### src/rtl/mux_sel_sequencer_pkg.sv
// Shared types and constants for the mux select sequencer.
// Holds the input count, select width and FSM state encodings.
package mux_sel_sequencer_pkg;

  localparam int N_IN  = 4;
  localparam int SEL_W = 2;

  typedef enum logic [1:0] {
    ST_IDLE  = 2'd0,
    ST_HOLD  = 2'd1,
    ST_PAUSE = 2'd2
  } state_t;

  function automatic logic [N_IN-1:0] onehot(
    input logic [SEL_W-1:0] s
  );
    onehot = N_IN'(1) << s;
  endfunction

endpackage

### src/rtl/mux_sel_pick4.sv
// Combinational 4-way winner pick for the select sequencer.
// Round-robin after ptr by default; FIXED_PRIO_EN gives req[0] priority.
module mux_sel_pick4
  import mux_sel_sequencer_pkg::*;
(
  input  logic [N_IN-1:0]  req,
  input  logic [SEL_W-1:0] ptr,
  output logic [SEL_W-1:0] win,
  output logic             any
);

`ifdef FIXED_PRIO_EN
  logic unused_ptr;
  assign unused_ptr = ^ptr;

  // lowest asserted index wins
  always_comb begin
    any = |req;
    win = '0;
    for (int i = N_IN - 1; i >= 0; i--) begin
      if (req[i]) win = SEL_W'(i);
    end
  end
`else
  logic             found;
  logic [SEL_W-1:0] idx;

  // scan ptr+1 .. ptr+4 (wraps), first hit wins
  always_comb begin
    any   = |req;
    win   = '0;
    found = 1'b0;
    idx   = '0;
    for (int i = 1; i <= N_IN; i++) begin
      idx = ptr + SEL_W'(i);
      if (!found && req[idx]) begin
        win   = idx;
        found = 1'b1;
      end
    end
  end
`endif

endmodule

### src/rtl/mux_sel_sequencer.sv
// Select/grant sequencer feeding a 4:1 mux, DWELL beats per slot.
// Define FIXED_PRIO_EN for fixed priority pick instead of round-robin.
module mux_sel_sequencer
  import mux_sel_sequencer_pkg::*;
#(
  parameter int DWELL = 4,
  parameter int CW    = 8
) (
  input  logic             clk,
  input  logic             rst_n,
  input  logic             en,
  input  logic [N_IN-1:0]  req,
  input  logic             ready,
  output logic [SEL_W-1:0] sel,
  output logic [N_IN-1:0]  grant,
  output logic             valid,
  output logic             busy
);

  state_t           state;
  logic [CW-1:0]    cnt;
  logic [SEL_W-1:0] ptr;
  logic [SEL_W-1:0] win;
  logic             any;
  logic             accept;
  logic             withdraw;
  logic             slot_end;
  logic             launch;

  mux_sel_pick4 u_pick (
    .req (req),
    .ptr (ptr),
    .win (win),
    .any (any)
  );

  assign accept   = valid & ready;
  assign withdraw = ~req[sel];

  // a slot closes on its last accepted beat or when its requester leaves
  assign slot_end =
    ((state == ST_HOLD) & accept & (cnt == '0)) |
    ((state != ST_IDLE) & withdraw);

  // open a new slot from idle, or chain one with no bubble
  assign launch =
    en & any & ((state == ST_IDLE) | slot_end);

  // FSM, beat counter and all registered outputs
  always_ff @(posedge clk or negedge rst_n) begin
    if (!rst_n) begin
      state <= ST_IDLE;
      sel   <= '0;
      grant <= '0;
      valid <= 1'b0;
      busy  <= 1'b0;
      cnt   <= '0;
      ptr   <= SEL_W'(N_IN - 1);
    end else if (launch) begin
      state <= ST_HOLD;
      sel   <= win;
      grant <= onehot(win);
      valid <= 1'b1;
      busy  <= 1'b1;
      cnt   <= CW'(DWELL - 1);
      ptr   <= win;
    end else if (slot_end) begin
      state <= ST_IDLE;
      grant <= '0;
      valid <= 1'b0;
      busy  <= 1'b0;
    end else begin
      unique case (state)
        ST_HOLD: begin
          if (accept) cnt <= cnt - 1'b1;
          if (!en) begin
            state <= ST_PAUSE;
            valid <= 1'b0;
          end
        end
        ST_PAUSE: begin
          if (en) begin
            state <= ST_HOLD;
            valid <= 1'b1;
          end
        end
        ST_IDLE: begin
          valid <= 1'b0;
        end
        default: begin
          state <= ST_IDLE;
          grant <= '0;
          valid <= 1'b0;
          busy  <= 1'b0;
        end
      endcase
    end
  end

endmodule
### config.mk
export PLATFORM = sky130hd
export DESIGN_NAME = mux_sel_sequencer
export DESIGN_NICKNAME = d
export VERILOG_FILES = /design/src/rtl/mux_sel_sequencer_pkg.sv /design/src/rtl/mux_sel_pick4.sv /design/src/rtl/mux_sel_sequencer.sv
export SDC_FILE = /design/constraint.sdc
export NUM_CORES = 1
export LEC_CHECK = 0
export ABC_AREA = 1
export BUFFER_PORTS_ARGS = -buffer_cell sky130_fd_sc_hd__buf_2
export CAP_MARGIN = 15
export CORE_MARGIN = 4
export CORE_UTILIZATION = 35
export DETAILED_ROUTE_END_ITERATION = 10
export GPL_ROUTABILITY_DRIVEN = 1
export HOLD_SLACK_MARGIN = 0.05
export SLEW_MARGIN = 10
export SYNTH_ARGS = -nofsm -noshare
export SYNTH_HDL_FRONTEND = slang
export SYNTH_SLANG_ARGS = --single-unit
### constraint.sdc
create_clock -name clk -period 2.35 [get_ports clk]
set_clock_uncertainty 0.15 [all_clocks]
set_input_delay 0.47 -clock clk [delete_from_list [all_inputs] [get_ports clk]]
set_output_delay 0.47 -clock clk [all_outputs]
set_load 0.01 [all_outputs]
==> load_flow_metrics.sql <==
INSERT INTO impl_metrics (metric_group, metric, value, unit) VALUES
('clock_network', 'max_root_sink_buffers', '2', ''),
('power_and_ir_drop', 'max-vdd-ir-drop', '0.000525', 'V'),
('grt', 'grt_max_degree', '21', ''),
('timing', 'setup_repair_after_global_routing_missed_its_margin', 'false', ''),
('clock_network', 'cts_tree', 'yes', ''),
('finish', 'commonest_non_fill_non_tap_cells_in_the_layout', '80 x nand2_1, 26 x nand3_1, 19 x inv_1, 18 x dfrtp_1, 15 x buf_2', ''),
('worst_setup_path', 'crit_fanout', '16', ''),
('routing', 'number_of_remaining_drc_errors', '0', ''),
('grt', 'number_of_global_route_vias_before_repair', '1171', ''),
('power_and_ir_drop', 'total_switching_power', '1.06', 'mW'),
('worst_setup_path', 'critPathLaunchType', 'flip-flop', ''),
('worst_setup_path', 'critical_path.cell_chain', 'inv_1 > ha_1 > inv_1 > nor3_1 > nand3_2 > nand3_2 > nand2_4 > inv_2 > nor2_1 > nand3_1 > nand2_1', ''),
('clock_network', 'clkLatencyLatePin', '260', 'ps'),
('timing', 'report.final.slew_viol_count', '0', ''),
('synth', 'postSynthAreaPerCell', '6.90', 'um^2'),
('finish', 'nFillCells', '387', ''),
('timing', 'hold_viol', '0', ''),
('synth', 'syn_area', '1400', 'um^2'),
('finish', 'postLayoutCellArea', '1590', 'um^2'),
('timing', 'timing.max_slew.rel_slack', '69.1', '%'),
('synth', 'syn-num-nets', '213', ''),
('power_and_ir_drop', 'clock_power_share', '16.0', '%'),
('worst_setup_path', 'worstPathRequired', '2360', 'ps'),
('worst_setup_path', 'critical_path.endpoint_type', 'flip-flop', ''),
('grt', 'grtUsageTotal', '12.5', '%'),
('clock_network', 'clk_pin_slew', '80', 'ps'),
('placed_design', 'buffers_added_on_ports', '15', ''),
('routing', 'routed_length_on_met2', '1180', 'um'),
('finish', 'antenna_cells', '0', ''),
('timing', 'final_setup_vio_count', '0', ''),
('power_and_ir_drop', 'power.share.switching', '48.2', '%'),
('grt', 'grt_first_pass_wirelength', '5130', 'um'),
('routing', 'detailroute.via_count', '1267', ''),
('routing', 'detail_route.iter0.violations', '52', ''),
('routing', 'top_layer', 'met4', ''),
('routing', 'detail_route.vias_per_cell', '4.73', ''),
('routing', 'wl_met3', '68', 'um'),
('timing', 'fin_setup_tns', '0', 'ps'),
('routing', 'drt_wl_total', '2970', 'um'),
('worst_setup_path', 'max_stage_delay', '380', 'ps'),
('placed_design', 'hpwl_after_detailed_placement', '2270', 'um'),
('worst_setup_path', 'crit_buf_inv', '3', ''),
('synth', 'proportion_of_synthesized_chip_area_in_sequential_cells', '35.9', '%'),
('synth', 'yosysWarnings', '0', ''),
('floorplanning', 'initial_core_util', '37.1', '%'),
('timing', 'fmax', '0.505', 'GHz'),
('hold_path', 'worstHoldPathType', 'primary input to flip-flop', ''),
('routing', 'drtPass1Iterations', '4', ''),
('floorplanning', 'core_region_area', '3770', 'um^2'),
('synth', 'gate_count_after_technology_mapping', '203', ''),
('power_and_ir_drop', 'power-per-cell-area', '1380', 'nW/um^2'),
('synth', 'ys_seq_elements', '20', ''),
('power_and_ir_drop', 'leakagePower', '0.872', 'nW'),
('worst_setup_path', 'path_class', 'flip-flop to flip-flop', ''),
('placed_design', 'postPlaceCellArea', '1510', 'um^2'),
('worst_setup_path', 'worstPathArrival', '1990', 'ps'),
('status', 'run_status', 'finished clean', ''),
('placed_design', 'gpl.final_weighted_congestion', '0.794', ''),
('synth', 'yosysUniqueCellTypes', '27', ''),
('clock_network', 'ctsHtreeMaxLevel', '1', ''),
('clock_network', 'cts.root.buffer_cell', 'clkbuf_8', ''),
('finish', 'layout_commonest_cell', 'nand2_1', ''),
('floorplanning', 'die_w', '71.2', 'um'),
('floorplanning', 'ports', '16', ''),
('worst_setup_path', 'slowest_library_cell_on_the_worst_path', 'dfrtp_1', ''),
('finish', 'finalNetCount', '231', ''),
('routing', 'wl_per_cell', '11.1', 'um'),
('floorplanning', 'design.die.area', '5080', 'um^2'),
('flow_run', 'cap_violations', '0', ''),
('worst_setup_path', 'cpLargestDelayFamily', 'simple AND/OR/NAND/NOR gates', ''),
('power_and_ir_drop', 'cellInternalPower', '1.14', 'mW');
state kept, by name, indices dropped and copies added (netlist names):
| register | count |
|---|---|
| grant | 4 |
| valid | 1 |
| cnt | 8 |
| state | 2 |
| ptr | 2 |
| busy | 1 |
| sel | 2 |
power groups by stage:
stage                     combinational [mW]  clock [mW]  sequential (mW)
after floorplan                        0.971           0            0.644
after global placement                  1.18           0            0.668
after detailed placement                1.18           0            0.665
after CTS                               1.19       0.361            0.660
after global routing                    1.37       0.373            0.686
final                                   1.18       0.351            0.660
worst reg2reg max path, delay by kind of cell, from the launching register on:
kind | cells | cell delay, ps
and+or+nand+nor | 7 | 760
buffers and inverters | 3 | 430
DFF | 1 | 380
adders and majority gates | 1 | 160
logic make-up (layout without fill, tap and decap cells):
logic type      count (synthesis)  in the layout  share of synthesized area (%)
compound gates                 12             12                           5.72
xor+xnor                        6              6                           3.75
fa+ha+maj                       2              2                           1.79
buf+inv                        25             42                           8.04
flops                          20             20                           35.9
simple gates                  138            138                           44.8
what timing repair did:
item	CTS	global route
hold endpoints to repair	18	0
hold buffers	1	0
resized for setup	0	0
buffers inserted	0	0
endpoints found under the setup margin	0	0
synth_stat cells:
cell type / n / area share (%)
xor2_1: 3 / 1.9
dfrtp_1: 18 / 32
buf_6: 2 / 1.6
nand3_1: 26 / 9.3
inv_2: 3 / 0.80
nand2_1: 80 / 21
dfstp_2: 2 / 3.8
xnor2_1: 3 / 1.9
nor3b_1: 1 / 0.54
nand3_2: 2 / 1.4
a21oi_1: 1 / 0.36
inv_1: 19 / 5.1
nor3_1: 2 / 0.71
nand4_1: 6 / 2.7
nor2_1: 14 / 3.8
a41oi_1: 1 / 0.63
o21ai_4: 1 / 1.2
o31ai_1: 1 / 0.54
ha_1: 2 / 1.8
buf_4: 1 / 0.54
nand2_4: 2 / 1.6
o21ai_0: 7 / 2.5
nand2_2: 2 / 0.89
nand2_8: 1 / 1.4
o21bai_1: 1 / 0.54
and2_1: 1 / 0.45
nand3b_1: 1 / 0.54
metal layers:
layer / GRT usage, % / vias to the layer above
met4: 5.64 / 0
met2: 18.1 / 21
met1: 18.3 / 556
met3: 1.96 / 5
met5: 0 / -
li1: - / 685
layout make-up:
cell class,instances,area (um^2),share of cell area [%]
Sequential cell,20,503,31.7
Clock inverter,1,30.0,1.89
Tap cell,48,60.1,3.79
Clock buffer,3,41.3,2.60
Inverter,22,82.6,5.21
Multi-Input combinational cell,158,785,49.4
Timing Repair Buffer,16,85.1,5.36
final timing paths:
path | start | to | slack, ps | cells past startpoint
max in group asynchronous | rst_n | ptr[0] | 1170 | 2
min | en | state[1] | 260 | 2
min reg2reg | cnt[0] | cnt[0] | 350 | 2
max | cnt[0] | cnt[3] | 370 | 11
max reg2reg | cnt[0] | cnt[3] | 370 | 11
min in group asynchronous | rst_n | cnt[4] | 530 | 2
metrics by stage:
step           utilization (%)  total power, mW  worst slack (ps)  std cells  hold slack (ps)
2_1_floorplan                -             1.61               592        203             24.4
3_5_place_dp              39.9             1.85               370        263              298
4_1_cts                   42.1             2.21               357        268              248
3_3_place_gp              39.9             1.85               402        263              297
6_report                  42.1             2.19               371        268              256
5_1_grt                   42.1             2.43               147        268              273
(Power assumes the default switching activity.)
